`src/rtl/branch_unit.sv`:
```
// Branch resolution unit: evaluates branches and jumps, registers the outcome one cycle later,
// and keeps a 2-bit bimodal predictor table plus saturating branch/mispredict statistics.
module branch_unit #(
  parameter int P_XLEN      = 32,
  parameter int P_BHT_DEPTH = 64
) (
  input  logic              iclk,
  input  logic              irst_n,
  input  logic [P_XLEN-1:0] ilookup_pc,
  output logic              opred_taken,
  input  logic              ivalid,
  input  logic              iflush,
  input  logic [6:0]        iop,
  input  logic [2:0]        ifunct3,
  input  logic              ipred_taken,
  input  logic [P_XLEN-1:0] ipc,
  input  logic [P_XLEN-1:0] irs1,
  input  logic [P_XLEN-1:0] irs2,
  input  logic [P_XLEN-1:0] iimm,
  output logic              ovalid,
  output logic              otaken,
  output logic              omispredict,
  output logic [P_XLEN-1:0] oredirect_pc,
  output logic              oillegal,
  output logic [31:0]       obr_count,
  output logic [31:0]       omiss_count
);

  localparam int IDX_W = $clog2(P_BHT_DEPTH);
  localparam logic [P_XLEN-1:0] PC_STEP   = P_XLEN'(4);
  localparam logic [P_XLEN-1:0] CLR_BIT0  = ~P_XLEN'(1);

  typedef enum logic [6:0] {
    OP_BRANCH = 7'b1100011,
    OP_JALR   = 7'b1100111,
    OP_JAL    = 7'b1101111
  } opcode_e;

  logic [1:0]        bht [P_BHT_DEPTH];
  logic [IDX_W-1:0]  lookup_idx;
  logic [IDX_W-1:0]  update_idx;
  logic              is_br, is_jal, is_jalr;
  logic              cond, illegal, taken, mispredict, accept, bht_we;
  logic [P_XLEN-1:0] jalr_sum, target, redirect;
  logic [1:0]        ctr_cur, ctr_next;

  // Lookup-PC bits outside the table index are deliberately ignored.
  logic unused_pc_bits;
  assign unused_pc_bits = ^{ilookup_pc[P_XLEN-1:IDX_W+2], ilookup_pc[1:0]};

  assign lookup_idx  = ilookup_pc[IDX_W+1:2];
  assign update_idx  = ipc[IDX_W+1:2];
  assign opred_taken = bht[lookup_idx][1];

  assign is_br   = (iop == OP_BRANCH);
  assign is_jal  = (iop == OP_JAL);
  assign is_jalr = (iop == OP_JALR);
  assign accept  = ivalid & ~iflush;

  // NOTE: every variable gets a default before the case, so no latch is inferred.
  always_comb begin
    cond = 1'b0;
    case (ifunct3)
      3'b000:  cond = (irs1 == irs2);
      3'b001:  cond = (irs1 != irs2);
      3'b100:  cond = ($signed(irs1) <  $signed(irs2));
      3'b101:  cond = ($signed(irs1) >= $signed(irs2));
      3'b110:  cond = (irs1 <  irs2);
      3'b111:  cond = (irs1 >= irs2);
      default: cond = 1'b0;
    endcase
  end

  assign illegal  = is_br & ((ifunct3 == 3'b010) | (ifunct3 == 3'b011));
  assign taken    = is_jal | is_jalr | (is_br & ~illegal & cond);
  assign jalr_sum = irs1 + iimm;
  assign target   = is_jalr ? (jalr_sum & CLR_BIT0) : (ipc + iimm);
  assign redirect = taken ? target : (ipc + PC_STEP);

  always_comb begin
    mispredict = ipred_taken;
    if (is_br)        mispredict = (taken != ipred_taken);
    else if (is_jal)  mispredict = ~ipred_taken;
    else if (is_jalr) mispredict = 1'b1;
  end

  assign bht_we  = accept & is_br & ~illegal;
  assign ctr_cur = bht[update_idx];
  always_comb begin
    ctr_next = ctr_cur;
    if (taken && ctr_cur != 2'b11)       ctr_next = ctr_cur + 2'b01;
    else if (!taken && ctr_cur != 2'b00) ctr_next = ctr_cur - 2'b01;
  end

  // NOTE: the predictor table is reset like any flop because every entry must start at weakly
  // not-taken; this forces it into registers rather than a RAM macro.
  always_ff @(posedge iclk or negedge irst_n) begin
    if (!irst_n) begin
      for (int i = 0; i < P_BHT_DEPTH; i++) bht[i] <= 2'b01;
    end else if (bht_we) begin
      bht[update_idx] <= ctr_next;
    end
  end

  // NOTE: sequential state uses non-blocking assignments so all flops sample the same edge.
  always_ff @(posedge iclk or negedge irst_n) begin
    if (!irst_n) begin
      ovalid       <= 1'b0;
      otaken       <= 1'b0;
      omispredict  <= 1'b0;
      oillegal     <= 1'b0;
      oredirect_pc <= '0;
      obr_count    <= '0;
      omiss_count  <= '0;
    end else begin
      ovalid      <= accept;
      otaken      <= accept & taken;
      omispredict <= accept & mispredict;
      oillegal    <= accept & illegal;
      if (accept) oredirect_pc <= redirect;
      if (accept && (is_br || is_jal || is_jalr) && obr_count != '1)
        obr_count <= obr_count + 32'd1;
      if (accept && mispredict && omiss_count != '1)
        omiss_count <= omiss_count + 32'd1;
    end
  end

endmodule

```
`config.mk`:
```
export PLATFORM = sky130hd
export DESIGN_NAME = branch_unit
export DESIGN_NICKNAME = d
export VERILOG_FILES = /design/src/rtl/branch_unit.sv
export SDC_FILE = /design/constraint.sdc
export NUM_CORES = 1
export LEC_CHECK = 0
export BUFFER_PORTS_ARGS = -buffer_cell sky130_fd_sc_hd__buf_2
export CAP_MARGIN = 0
export CORE_UTILIZATION = 40
export DETAILED_ROUTE_END_ITERATION = 10
export PLACE_DENSITY = 0.67
export SLEW_MARGIN = 40
export SYNTH_ARGS = -nofsm -noshare
export SYNTH_HDL_FRONTEND = slang
export SYNTH_SLANG_ARGS = --single-unit
```
`constraint.sdc`:
```
create_clock -name iclk -period 5.1 [get_ports iclk]
set_clock_uncertainty 0.05 [all_clocks]
set_input_delay 1.02 -clock iclk [delete_from_list [all_inputs] [get_ports iclk]]
set_output_delay 1.02 -clock iclk [all_outputs]
set_load 0.1 [all_outputs]
```
==> results.cfg <==
[synthesis]
synth_xor_area_share_pct = 7.76
synth_fa_ha_area_share_pct = 7.91
synth_edf_count = 0
synth_seq_area_share_pct = 36.1
synthTopCellsByCount = 389 x nand2_1, 164 x dfrtp_1, 126 x o21ai_1
synthMuxAreaShare_pct = 4.35
synth.largest_area_cell = dfrtp_1
yosys_warnings = 0
synthTopCellsByArea = dfrtp_1 26%, dfstp_2 11%, nand2_1 9.1%, ha_1 7.7%, xnor2_1 4.3%
async_flop_share_pct = 100
synthFlopType = dfrtp_1
synth_cell_types = 89
synth_seq_cells = 228
synth.most_common_cell = nand2_1
synth_fp_nets = 2131
syn_inst = 1856
synth_top_family_by_area = simple AND/OR/NAND/NOR gates
mappedNetlistArea_sq_um = 16000
synth_compound_area_share_pct = 19.7
yosysTopAreaCellShare_pct = 25.6
synth_simple_gate_area_share_pct = 20.2
avgSynthCellArea_sq_um = 8.63

[clock_network]
clockBufferDepth = 3
clk_latency_ps = 560
clock-sinks = 228
htreeDepth = 1
path_clk_slew_ps = 60
hold_buffers = 0
cts-root-buf = clkbuf_16
cts_tree = yes
numCtsBuffers = 28
postCtsSetupBuffers = 0
cts_resized = 0

[global_routing]
grt_max_degree = 65
gr-total-overflow = 0
antenna_found_initial = 4
track_usage_pct = 23.7
grt_pass1_vias = 14500
grt_pass1_wl_mm = 77.8

[power]
p_per_area_nw_per_um2 = 293
peakVddDrop_mv = 0.287
p_leak_nw = 8.52

[flow_run]
max-cap-violations = 0

[worst_setup_path]
worstSetupStartpointType = primary input
path_class = primary input to primary output
cp_data_arrival_time_ps = 3460
endpoint_kind = primary output
required_ps = 4030
cp_max_fo = 9

[floorplan]
die_area_sq_um = 40800
die_x_um = 202
core_area_sq_um = 39100
num_rows = 72
start_util_pct = 40.9
die_y_um = 202
io_pins = 276

[placed_design]
globalplace.congestion = 0.927
dp_hpwl_mm = 37.0
preCtsSetupSlack_ps = 359
place_area_sq_um = 18000
portBuffers = 249

[sta]
post-route-worst-setup-slack_ps = 568
fin_setup_tns_ps = 0
hold_slack_ps = 358
slew_viol_final = 0
rsz0062_at_grt = false
slew_headroom_pct = 44.6
fin_crit_sh_pct = 88.9
max_freq_mhz = 221
report.final.setup_viol = 0
period_minus_slack_ps = 4530
worstMarginPinSlew_ps = 825
hold_viol = 0

[route]
drt_first_pass_iters = 5
wl_per_cell_um = 18.7
remaining_drc_errors = 0
drtIter0Drc = 1019
vias = 15100
routed_wl_mm = 49.3
vias_per_cell = 5.71
ant_nets = 0

[final_layout]
final_area_sq_um = 19100
area_growth_pct = 19.1
final_nets = 2372
layout-drive-gt1-share_pct = 22.4

[outcome]
status = finished clean

[min_path]
min_path_type = primary input to async pin
cells by family (layout without fill, tap and decap cells):
logic type,Yosys count,after routing
AND/OR/NAND/NOR,705,705
adder cells (fa/ha/maj),100,100
XOR/XNOR,141,141
buffers and inverters,142,405
AO/OA/AOI/OAI,504,504
multiplexers,36,36
flip-flops,228,228
other,0,4
flip-flops by register name, summed over array words and instances, names as in the netlist:
signal / flops
oillegal: 1
obr_count: 32
omispredict: 1
oredirect_pc: 32
bht: 128
omiss_count: 32
otaken: 1
ovalid: 1
routing by layer:
| metal | part of all wire [%] | global-route usage, % | wire [um] |
|---|---|---|---|
| met5 | 0.022 | 0 | 11 |
| met4 | 3.2 | 7.98 | 1590 |
| met3 | 6.7 | 3.35 | 3280 |
| met2 | 47 | 38.8 | 23000 |
| met1 | 43 | 32.0 | 21400 |
layout by cell type, fill, tap and decap left out, types with 12 or more instances in the layout:
master,synthesis,final
and3_1,28,28
a22oi_1,29,29
nand3_1,44,43
mux4_2,26,26
clkbuf_16,0,29
a21o_1,37,37
nand2b_1,14,13
buf_2,13,248
xnor2_1,79,79
o21ai_0,77,77
nor2b_1,13,13
dfstp_2,64,64
nor3_1,35,33
inv_1,62,62
xor2_1,61,61
a21oi_1,88,88
nor2_1,79,77
o211ai_1,21,21
nand4_1,44,44
a31oi_1,26,26
buf_4,17,32
nand2_1,389,389
a221oi_1,12,12
o21ai_1,126,126
dfrtp_1,164,164
ha_1,98,98
report_power, final:
| part | internal (mW) | switching [mW] | leakage [nW] | total (mW) |
|---|---|---|---|---|
| registers | 1.87 | 0.0531 | 2.87 | 1.92 |
| clock network | 1.40 | 0.822 | 0.507 | 2.22 |
| logic | 0.404 | 1.03 | 5.14 | 1.44 |
| total | 3.68 | 1.91 | 8.52 | 5.58 |
worst max-delay path: stages:
cell and delay, ps:
buf_2 320, buf_12 200, mux4_2 530, mux4_2 520, mux4_2 540, buf_2 320
final timing paths:
kind	startpoint	end	slack, ps	cells past startpoint
min	irst_n	omiss_count[9]	360	1
min reg2reg	bht[122]	bht[122]	410	2
max in group asynchronous	irst_n	bht[112]	3320	3
max reg2reg	bht[51]	bht[84]	1770	13
min in group iclk	bht[122]	bht[122]	410	2
max	ilookup_pc[2]	opred_taken	570	6
through the flow:
step	instances	total power, mW	utilization, %
after CTS	2637	5.63	48.7
after global placement	2584	3.36	46.0
final	2641	5.58	48.8
after global routing	2640	5.81	48.8
after detailed placement	2585	3.38	46.1
after floorplan	1856	2.98	-
final cells by class:
| cell class | count | area, sq um |
|---|---|---|
| Fill cell | 3709 | 20000 |
| Tap cell | 518 | 648 |
| Clock inverter | 14 | 233 |
| Sequential cell | 228 | 5790 |
| Inverter | 62 | 233 |
| Clock buffer | 38 | 800 |
| Timing Repair Buffer | 291 | 1700 |
| Multi-Input combinational cell | 1486 | 9660 |
| Antenna cell | 4 | 10.0 |
No activity file was read; power rests on OpenSTA's default activity.
